==> src/rtl/axi_arb_pkg.sv <==
// Shared types and default sizing for the AXI write-burst scheduler.
package axi_arb_pkg;

  typedef enum logic [1:0] {
    StIdle,
    StAddr,
    StData,
    StResp
  } state_e;

  localparam int unsigned NMstDef     = 6;
  localparam int unsigned MaxBeatsDef = 16;
  localparam int unsigned CntWDef     = 5;

endpackage

==> src/rtl/axi_wr_burst_sched_if.sv <==
// Request/handshake/select bundle between the masters, the slave write path and the scheduler.
interface axi_wr_burst_sched_if
  import axi_arb_pkg::*;
#(
  parameter int unsigned N_MST = NMstDef,
  parameter int unsigned CNT_W = CntWDef
);

  logic [N_MST-1:0] req;
  logic             s_awready;
  logic             s_wvalid;
  logic             s_wready;
  logic             s_wlast;
  logic             s_bvalid;
  logic             s_bready;
  logic [N_MST-1:0] m_sel;
  logic             busy;
  logic [CNT_W-1:0] beat_cnt;
  logic             err_len;

  // The scheduler owns the select bus, so it takes the master side.
  modport master (
    input  req, s_awready, s_wvalid, s_wready, s_wlast, s_bvalid, s_bready,
    output m_sel, busy, beat_cnt, err_len
  );

  modport slave (
    output req, s_awready, s_wvalid, s_wready, s_wlast, s_bvalid, s_bready,
    input  m_sel, busy, beat_cnt, err_len
  );

endinterface

==> src/rtl/axi_wr_burst_sched_rr_pick.sv <==
// Combinational round-robin picker: first request strictly above ptr, wrapping to bit 0.
module rr_pick #(
  parameter int unsigned N = 6,
  localparam int unsigned PtrW = (N > 1) ? $clog2(N) : 1
) (
  input  logic [N-1:0]    req,
  input  logic [PtrW-1:0] ptr,
  output logic [N-1:0]    grant,
  output logic [PtrW-1:0] pick,
  output logic            any
);

  logic [N-1:0]  rot;
  logic [PtrW:0] start;
  logic [PtrW:0] off;
  logic [PtrW:0] sum;
  logic          found;

  always_comb begin
    start = {1'b0, ptr} + 1'b1;
    // Doubling req lets a single shift rotate the search origin to ptr+1.
    rot   = N'({req, req} >> start);
    off   = '0;
    found = 1'b0;
    for (int i = 0; i < N; i++) begin
      if (!found && rot[i]) begin
        found = 1'b1;
        off   = (PtrW+1)'(i);
      end
    end
    sum = start + off;
    if (sum >= (PtrW+1)'(N)) begin
      sum = sum - (PtrW+1)'(N);
    end
    pick  = sum[PtrW-1:0];
    any   = found;
    grant = any ? (N'(1) << pick) : '0;
  end

endmodule

==> src/rtl/axi_wr_burst_sched.sv <==
// Round-robin write-burst scheduler: grants one master for a whole AW->W->B transaction.
module axi_wr_burst_sched
  import axi_arb_pkg::*;
#(
  parameter int unsigned N_MST     = NMstDef,
  parameter int unsigned MAX_BEATS = MaxBeatsDef,
  parameter int unsigned CNT_W     = CntWDef
) (
  input logic                 clk,
  input logic                 rst,
  axi_wr_burst_sched_if.master bus
);

  localparam int unsigned PtrW = (N_MST > 1) ? $clog2(N_MST) : 1;
  localparam logic [CNT_W-1:0] MaxBeats = CNT_W'(MAX_BEATS);
  localparam logic [CNT_W-1:0] CntMax   = '1;

  state_e           state_q;
  logic [N_MST-1:0] m_sel_q;
  logic             busy_q;
  logic [CNT_W-1:0] beat_cnt_q;
  logic             err_len_q;
  logic [PtrW-1:0]  ptr_q;
  logic [PtrW-1:0]  gnt_idx_q;

  logic [N_MST-1:0] grant;
  logic [PtrW-1:0]  pick;
  logic             any;

  rr_pick #(
    .N (N_MST)
  ) u_rr_pick (
    .req   (bus.req),
    .ptr   (ptr_q),
    .grant (grant),
    .pick  (pick),
    .any   (any)
  );

  always_ff @(posedge clk) begin
    if (rst) begin
      state_q    <= StIdle;
      m_sel_q    <= '0;
      busy_q     <= 1'b0;
      beat_cnt_q <= '0;
      err_len_q  <= 1'b0;
      ptr_q      <= PtrW'(N_MST - 1);
      gnt_idx_q  <= '0;
    end else begin
      case (state_q)
        StIdle: begin
          if (any) begin
            m_sel_q   <= grant;
            gnt_idx_q <= pick;
            busy_q    <= 1'b1;
            state_q   <= StAddr;
          end
        end
        StAddr: begin
          // Only the granted master's AWVALID counts; grant is never withdrawn here.
          if ((|(bus.req & m_sel_q)) && bus.s_awready) begin
            beat_cnt_q <= '0;
            state_q    <= StData;
          end
        end
        StData: begin
          if (bus.s_wvalid && bus.s_wready) begin
            if (beat_cnt_q != CntMax) begin
              beat_cnt_q <= beat_cnt_q + 1'b1;
            end
            if (beat_cnt_q >= MaxBeats) begin
              err_len_q <= 1'b1;
            end
            if (bus.s_wlast) begin
              state_q <= StResp;
            end
          end
        end
        StResp: begin
          if (bus.s_bvalid && bus.s_bready) begin
            ptr_q   <= gnt_idx_q;
            m_sel_q <= '0;
            busy_q  <= 1'b0;
            state_q <= StIdle;
          end
        end
        default: state_q <= StIdle;
      endcase
    end
  end

  assign bus.m_sel    = m_sel_q;
  assign bus.busy     = busy_q;
  assign bus.beat_cnt = beat_cnt_q;
  assign bus.err_len  = err_len_q;

endmodule

==> src/flat_wrapper.sv <==
// flat-port wrapper written by rule: the top's interface ports become plain ports
module axi_wr_burst_sched_flat import axi_arb_pkg::*;
#(
  parameter int unsigned N_MST     = NMstDef,
  parameter int unsigned MAX_BEATS = MaxBeatsDef,
  parameter int unsigned CNT_W     = CntWDef
)
  (clk, rst, bus_req, bus_s_awready, bus_s_wvalid, bus_s_wready, bus_s_wlast, bus_s_bvalid, bus_s_bready, bus_m_sel, bus_busy, bus_beat_cnt, bus_err_len);
  axi_wr_burst_sched_if #(.N_MST(N_MST), .CNT_W(CNT_W)) bus_i ();
  input logic clk;
  input logic rst;
  input wire logic [$bits(bus_i.req)-1:0] bus_req;
  input wire logic [$bits(bus_i.s_awready)-1:0] bus_s_awready;
  input wire logic [$bits(bus_i.s_wvalid)-1:0] bus_s_wvalid;
  input wire logic [$bits(bus_i.s_wready)-1:0] bus_s_wready;
  input wire logic [$bits(bus_i.s_wlast)-1:0] bus_s_wlast;
  input wire logic [$bits(bus_i.s_bvalid)-1:0] bus_s_bvalid;
  input wire logic [$bits(bus_i.s_bready)-1:0] bus_s_bready;
  output wire logic [$bits(bus_i.m_sel)-1:0] bus_m_sel;
  output wire logic [$bits(bus_i.busy)-1:0] bus_busy;
  output wire logic [$bits(bus_i.beat_cnt)-1:0] bus_beat_cnt;
  output wire logic [$bits(bus_i.err_len)-1:0] bus_err_len;
  assign bus_i.req = bus_req;
  assign bus_i.s_awready = bus_s_awready;
  assign bus_i.s_wvalid = bus_s_wvalid;
  assign bus_i.s_wready = bus_s_wready;
  assign bus_i.s_wlast = bus_s_wlast;
  assign bus_i.s_bvalid = bus_s_bvalid;
  assign bus_i.s_bready = bus_s_bready;
  assign bus_m_sel = bus_i.m_sel;
  assign bus_busy = bus_i.busy;
  assign bus_beat_cnt = bus_i.beat_cnt;
  assign bus_err_len = bus_i.err_len;
  axi_wr_burst_sched #(.N_MST(N_MST), .MAX_BEATS(MAX_BEATS), .CNT_W(CNT_W)) u_core (.clk(clk), .rst(rst), .bus(bus_i));
endmodule
==> config.mk <==
export PLATFORM = sky130hd
export DESIGN_NAME = axi_wr_burst_sched_flat
export DESIGN_NICKNAME = d
export VERILOG_FILES = /design/src/rtl/axi_arb_pkg.sv /design/src/rtl/axi_wr_burst_sched_if.sv /design/src/rtl/axi_wr_burst_sched_rr_pick.sv /design/src/rtl/axi_wr_burst_sched.sv /design/src/flat_wrapper.sv
export SDC_FILE = /design/constraint.sdc
export NUM_CORES = 1
export LEC_CHECK = 0
export CAP_MARGIN = 20
export CORE_MARGIN = 2
export CORE_UTILIZATION = 30
export DETAILED_ROUTE_END_ITERATION = 12
export GPL_TIMING_DRIVEN = 0
export PLACE_DENSITY = 0.5
export SYNTH_ARGS = -nofsm -noshare
export SYNTH_HDL_FRONTEND = slang
export SYNTH_SLANG_ARGS = --single-unit
==> constraint.sdc <==
create_clock -name clk -period 3.6 [get_ports clk]
set_input_delay 0.72 -clock clk [delete_from_list [all_inputs] [get_ports clk]]
set_output_delay 0.72 -clock clk [all_outputs]
set_load 0.02 [all_outputs]
==> summary.txt, run 1 <==
Power and ir drop
  • Pwr dens: ~430 nW/um^2
  • Peak supply drop: between 0.2 and 0.25 mV
  • Pwr Total: roughly 0.89 mW
  • Standby leakage power: roughly 0.84 nW

Global routing
  • Vias in the first global route: 1453
  • First-pass GRT wire length: 6.886 mm
  • Total GRT Usage: roughly 14%
  • Largest net degree at the start of global routing: 13
  • Gr ovfl total: 0
  • Antenna violations before repair: 0

Min path
  • Min-Delay Path Class: reg -> reg
  • Worst hold start: u_core.bus.m_sel[3]
  • Endpoint, Worst Hold: u_core.bus.m_sel[3]
  • Hold Path Stages: 1

Finish
  • Synth-to-Final Area Change: 31.40%
  • Final nets: 235
  • Register area: around 420 um^2
  • Filler cell count: roughly 530
  • # diodes: 0
  • Final Non-Filler Cells: 280
  • Area taken by multi-input logic gates: between 1000 and 1500 um^2
  • Layout cells sized above 1: between 20% and 30%

STA
  • F_max: between 200 and 300 MHz
  • Final setup vio count: 0
  • Rel. slew slack: between 60% and 70%
  • Final Max Slew Viols: 0
  • Post-layout min period: around 3.5 ns
  • Final Cycle Share: between 90% and 100%
  • Final hold violation count: 0
  • RSZ-0062 raised after global routing: no
  • Worst slew pin tran: between 0.5 and 0.6 ns
  • Worst Hold Margin: between 0.4 and 0.5 ns
  • Final Skew: about 0.0084 ns

Yosys
  • Synth area leader: dfxtp_1
  • Top-area cell type share of the netlist area: 26.65%
  • Synth Cell Area: ~1600 um^2
  • Yosys reg bits: 21
  • EDFF count, synth: 0
  • Syn_nets: 197
  • Count of cell types in the netlist: 57
  • Syn. warnings: 0
  • Count leader, synth: dfxtp_1
  • Cell count after synthesis: between 150 and 200
  • Register area share after synthesis: around a quarter
  • Fraction of registers with async set/reset: 0%
  • Commonest cells in the netlist: dfxtp_1 (21), nand2_1 (16), nor2_1 (14)
  • Main synth FF type: dfxtp_1
  • Syn_area_per_cell: ~9.1 um^2
  • Synth area leaders: dfxtp_1 (27%), mux2i_1 (8.2%), ha_1 (7.1%)

Clock network
  • Post-CTS Hold Buffers: 0
  • H-tree levels: 1
  • Clock Path Buffers: 2
  • Clock Sinks: 21
  • Worst-path clk slew: 0.08 ns
  • CTS tree: yes
  • Clock root cell: clkbuf_8
  • Cts bufs inserted: 3
  • Worst skew pair latency: about 0.27 ns

Setup path
  • Critical Path End Type: flop
  • WS Path Type: reg -> reg
  • R2R depth: 13
  • CP arrival: 3.67 ns
  • Startpoint types: flop
  • Crit Reg-Reg Startpoint: u_core.ptr_q[1]
  • Flop-to-flop setup slack: 0.14 ns
  • CP Max Fanout: 10
  • R2R Path End: u_core.bus.m_sel[4]
  • Critical Path RT: ~3.8 ns

Drt
  • Total Wirelength: 4.048 mm
  • Final ANT Viol Nets: 0
  • Routed WL per cell: roughly 14 um
  • DRT Pass-1 Iters: 4
  • Via count: between 1000 and 1500
  • Vias/cell: between 5 and 6
  • Iteration-0 DRC Markers: 49
  • DRC violations left: 0

Floorplan
  • Rows: 26
  • Starting density of the core: 30.89%
  • Chip width: between 70 and 80 um
  • # IOs: 27
  • Die Height: roughly 77 um
  • Core area: roughly 5000 um^2
  • Die area: 5855 um^2

Placement
  • DP Wirelength: between 3 and 4 mm
  • Placed cells: 268
  • GP Congestion: just under 0.8
  • Port bufs: 25

Run
  • Max-Cap Viols: 0

Outcome
  • Outcome: finished clean
kinds of logic (layout without fill, tap and decap cells):
logic type / count (synthesis) / in the layout / synth area share (%)
muxes: 19 / 19 / 13.64
and+or+nand+nor: 54 / 54 / 17.61
buffers and inverters: 16 / 53 / 5.155
adders and majority gates: 10 / 10 / 8.406
xor gates and xnor gates: 5 / 5 / 2.776
AOI/OAI and AO/OA: 48 / 48 / 25.77
DFF: 21 / 21 / 26.65
state kept, by name (all words and copies together), names as in the netlist:
signal / cells
u_core.bus.err_len: 1
u_core.bus.m_sel: 6
u_core.bus.busy: 1
u_core.gnt_idx_q: 3
u_core.state_q: 2
u_core.ptr_q: 3
u_core.bus.beat_cnt: 5
metal layers:
layer / up-vias / part of all wire, % / routed length [um] / track usage [%]
li1: 720 / - / - / -
met1: 715 / 45 / 1841 / 18.42
met2: 23 / 50 / 2041 / 25.22
met3: 5 / 2.4 / 99 / 1.066
met4: 0 / 1.6 / 66 / 5.455
met5: - / 0 / 0 / 0
how the worst max path moves through the flow:
stage,start,to
2_1_floorplan,bus_req[2],u_core.bus.m_sel[4]
3_3_place_gp,bus_req[5],u_core.bus.m_sel[4]
3_5_place_dp,bus_req[5],u_core.bus.m_sel[4]
4_1_cts,bus_req[1],u_core.bus.m_sel[4]
5_1_grt,u_core.ptr_q[1],u_core.bus.m_sel[4]
6_report,u_core.ptr_q[1],u_core.bus.m_sel[4]
cell type report:
cell class | instances | share of cell area [%]
timing repair buffer | 33 | 13.52
inverter | 10 | 1.810
clock inverter | 1 | 0.2414
sequential | 21 | 20.46
clock buffer | 3 | 1.992
multi-input combinational | 136 | 55.40
buffer | 6 | 2.354
tap | 70 | 4.224
layout by cell type, fill, tap and decap left out, types with 4 or more instances in the layout:
cell             netlist  routed
dfxtp_1               21      20
clkdlybuf4s50_1        0      19
nand2_1               16      16
nor2_1                14      14
mux2i_1               13      10
inv_1                  8       8
ha_1                   9       8
buf_4                  0       8
nand3_1                6       6
clkbuf_2               1       5
a22o_1                 5       5
o21ai_0                4       4
a21o_1                 4       4
a21oi_1                6       4
stage by stage:
| step | cell area, um^2 | setup slack, ns | setup TNS (ns) | utilization, % |
|---|---|---|---|---|
| 2_1_floorplan | 1578 | 0.03337 | 0 | - |
| 3_3_place_gp | 1916 | -0.7669 | -4.510 | 37.51 |
| 3_5_place_dp | 1916 | -0.8498 | -5.051 | 37.51 |
| 4_1_cts | 2043 | 0.002893 | 0 | 40.00 |
| 5_1_grt | 2073 | 0.006950 | 0 | 40.59 |
| 6_report | 2073 | 0.1376 | 0 | 40.59 |
timing repair:
item / CTS / global route
setup endpoints to repair: 8 / 4
endpoints found under the hold margin: 0 / 0
buffers inserted: 5 / 3
gates resized for setup: 23 / 17
pin swaps: 7 / 7
critical path, cell delays in order, from the launching register on:
cell,delay [ns]
dfxtp_4,0.41
buf_12,0.16
mux2_4,0.32
mux4_2,0.47
o221a_1,0.24
o21bai_1,0.15
a32oi_1,0.14
ha_2,0.22
inv_2,0.06
fa_2,0.46
nand2b_4,0.16
or2_2,0.28
a21oi_2,0.17
a32o_1,0.17
where the power goes:
group	switching [mW]	internal, mW
combinational	0.243	0.188
clock	0.0860	0.0774
sequential	0.0282	0.269
Note: power is estimated with default switching activity, not from simulation.
==> run 2: changes to the inputs <==
Settings changed: SETUP_SLACK_MARGIN from default to 0.3.
==> run 2 against run 1 <==
Net effect:
- sequential power about the same
- global-route usage shrank 0.15 points
- clock skew fell by 0.0016 ns
- utilization grew 3.2 points
- power is 3.3% higher
- wire length increased by 1.6%
- register-to-register slack improved by 0.13 ns
- die area is the same
- critical endpoint is now u_core.bus.m_sel[0]
==> summary.txt, run 2 (same netlist as run 1, synthesis figures left out) <==
Global routing
  • Total GRT Usage: 14.25% (was 14.40%)
  • First-pass GRT wire length: 6.727 mm (was 6.886 mm)
  • Antenna violations before repair: 0 (unchanged)
  • Met1 Use GR: 17.36% (was 18.42%)
  • Busiest grt layer: met2 (unchanged)
  • Largest net degree at the start of global routing: 14 (was 13)
  • Routing usage on met2: 25.58% (was 25.22%)
  • GRT met3 Usage: 3.081% (was 1.066%)
  • Vias in the first global route: 1408 (was 1453)
  • Gr ovfl total: 0 (unchanged)

Setup path
  • Critical-path top delay cell: mux4_2 (unchanged)
  • WS Path Type: in -> reg (was reg -> reg)
  • R2R Path End: u_core.bus.m_sel[0] (was u_core.bus.m_sel[4])
  • Critical Path End Type: flop (unchanged)
  • Critical Path RT: 3.81 ns (about the same)
  • Delay of the slowest critical-path stage: 0.50 ns (was 0.47 ns)
  • Cell Chain, Critical Path: buf_8 > mux2_4 > mux4_2 > o221a_1 > o21bai_1 > a32oi_1 > ha_2 > inv_2 > fa_2 > or3_4 > a21oi_4 > a32o_1 (was buf_12 > mux2_4 > mux4_2 > o221a_1 > o21bai_1 > a32oi_1 > ha_2 > inv_2 > fa_2 > nand2b_4 > or2_2 > a21oi_2 > a32o_1)
  • Flop-to-flop setup slack: 0.27 ns (was 0.14 ns)
  • CP Max Fanout: 5 (was 10)
  • Crit Reg-Reg Startpoint: u_core.ptr_q[1] (unchanged)
  • R2R depth: 12 (was 13)
  • CP arrival: 3.55 ns (was 3.67 ns)
  • Startpoint types: input pin (was flop)

Run
  • Max-Cap Viols: 0 (unchanged)

Drt
  • Routed WL per cell: 14.48 um (was 14.46 um)
  • Via count: 1456 (was 1463)
  • Iteration-0 DRC Markers: 75 (was 49)
  • Final ANT Viol Nets: 0 (unchanged)
  • DRC violations left: 0 (unchanged)
  • Total Wirelength: 4.112 mm (was 4.048 mm)
  • DRT Pass-1 Iters: 4 (unchanged)
  • Vias/cell: 5.127 (was 5.225)

Finish
  • Filler cell count: 520 (was 527)
  • Synth-to-Final Area Change: 41.71% (was 31.40%)
  • Most frequent cells in the layout: dfxtp_1 (20), clkdlybuf4s50_1 (19), nand2_1 (16), nor2_1 (14), buf_4 (10) (was dfxtp_1 (20), clkdlybuf4s50_1 (19), nand2_1 (16), nor2_1 (14), mux2i_1 (10))
  • Max reg flops: 6 (unchanged)
  • Post-route cell area: 2236 um^2 (was 2073 um^2)
  • # diodes: 0 (unchanged)
  • Most common cell after layout, fill and taps aside: dfxtp_1 (unchanged)
  • Final nets: 239 (was 235)
  • Layout cells sized above 1: 27.57% (was 23.81%)

STA
  • Final hold violation count: 0 (unchanged)
  • Final Skew: 0.006801 ns (was 0.008351 ns)
  • TNS Setup: 0 ns (unchanged)
  • RSZ-0062 raised after global routing: yes (was no)
  • Final Max Slew Viols: 0 (unchanged)
  • F_max: 299.2 MHz (was 288.8 MHz)
  • Rel. slew slack: 61.21% (was 61.85%)
  • Final Cycle Share: 92.85% (was 96.18%)
  • Post-layout min period: 3.343 ns (was 3.462 ns)
  • Worst slew pin tran: 0.5818 ns (was 0.5675 ns)
  • Final setup vio count: 0 (unchanged)

Power and ir drop
  • Standby leakage power: 0.8825 nW (was 0.8362 nW)
  • Share of total power in the clock network: 17.7% (was 18.3%)
  • Sw frac: 40.38% (was 40.05%)
  • Logic pwr share: 50.0% (was 48.4%)
  • Psw: 0.3720 mW (was 0.3572 mW)
  • Pwr dens: 412.0 nW/um^2 (was 430.2 nW/um^2)
  • Power Internal: 0.5492 mW (was 0.5348 mW)
  • Peak supply drop: 0.2648 mV (was 0.2249 mV)
  • Sequential Power Share: 32.3% (was 33.3%)

Clock network
  • Post-CTS Hold Buffers: 0 (unchanged)
  • Clock root cell: clkbuf_8 (unchanged)
  • Worst skew pair latency: 0.27 ns (about the same)
  • H-tree levels: 1 (unchanged)
  • CTS tree: yes (unchanged)
  • Clock Sinks: 21 (unchanged)
  • Worst-path clk slew: 0.09 ns (was 0.08 ns)
  • Clock Path Buffers: 2 (unchanged)
  • Cts bufs inserted: 3 (unchanged)

Min path
  • Hold Path Stages: 2 (was 1)
  • Min-Delay Path Class: reg -> reg (unchanged)
  • Worst hold start: u_core.bus.err_len (was u_core.bus.m_sel[3])
  • Endpoint, Worst Hold: u_core.bus.err_len (was u_core.bus.m_sel[3])

Floorplan
  • Chip width: 76.52 um (unchanged)
  • Die Height: 76.52 um (unchanged)
  • # IOs: 27 (unchanged)
  • Die area: 5855 um^2 (unchanged)
  • Starting density of the core: 30.89% (unchanged)
  • Core area: 5107 um^2 (unchanged)
  • Rows: 26 (unchanged)

Placement
  • Port bufs: 25 (unchanged)
  • DP Wirelength: 3.024 mm (was 3.110 mm)
  • GP Congestion: 0.8110 (was 0.7877)
  • Instance area at placement: 1946 um^2 (was 1916 um^2)

Outcome
  • Outcome: finished clean (unchanged)
[run 2: routing by layer]
metal	up-vias	wire length, um
li1	725	-
met5	-	0
met3	4	166
met2	28	2032
met1	699	1886
met4	0	26
[run 2: how the worst max path moves through the flow]
stage,end,cells past startpoint,from
CTS,u_core.bus.m_sel[0],12,bus_req[0]
global route,u_core.bus.m_sel[0],12,u_core.ptr_q[1]
floorplan,u_core.bus.m_sel[0],11,bus_req[0]
detailed placement,u_core.bus.m_sel[4],15,bus_req[4]
finish,u_core.bus.m_sel[0],12,bus_req[0]
global placement,u_core.bus.m_sel[4],13,bus_req[5]
[run 2: power by group through the flow]
stage	Clock, mW	Combinational (mW)	Sequential, mW
6_report	0.163	0.461	0.297
5_1_grt	0.183	0.502	0.303
4_1_cts	0.173	0.436	0.296
3_5_place_dp	0	0.420	0.302
3_3_place_gp	0	0.408	0.301
2_1_floorplan	0	0.287	0.314
[run 2: critical path, delay by kind of cell]
| family | cells | cell delay [ns] |
|---|---|---|
| mux | 2 | 0.77 |
| simple gates | 1 | 0.43 |
| buf+inv | 2 | 0.16 |
| compound gates | 5 | 0.78 |
| fa+ha+maj | 2 | 0.69 |
[run 2: through the flow]
step | std cells | setup slack [ns] | utilization [%] | power [mW] | hold WS, ns
after detailed placement | 268 | -0.4957 | 38.09 | 0.7224 | 0.4697
after CTS | 281 | 0.2719 | 42.04 | 0.9046 | 0.4954
after global placement | 268 | -0.4907 | 38.09 | 0.7096 | 0.4588
final | 284 | 0.2574 | 43.78 | 0.9213 | 0.4855
after floorplan | 173 | 0.2055 | - | 0.6012 | 0.4596
after global routing | 284 | 0.1373 | 43.78 | 0.9886 | 0.5085
[run 2: layout make-up]
type	instances	area (um^2)	area share, %
plain buffers	6	55.05	2.462
clock buffers	3	41.29	1.847
clock inverters	1	7.507	0.3358
inverters	10	37.54	1.679
multi-input cells	136	1209	54.06
flip-flops and latches	21	424.2	18.97
well taps	70	87.58	3.917
repair buffers	37	374.1	16.73
[run 2: what timing repair did]
| action | CTS | global route |
|---|---|---|
| pin swaps | 9 | 6 |
| resized for setup | 46 | 17 |
| endpoints found under the setup margin | 8 | 8 |
| buffers inserted | 8 | 3 |
| hold endpoints to repair | 0 | 0 |
| gates cloned | 1 | 0 |
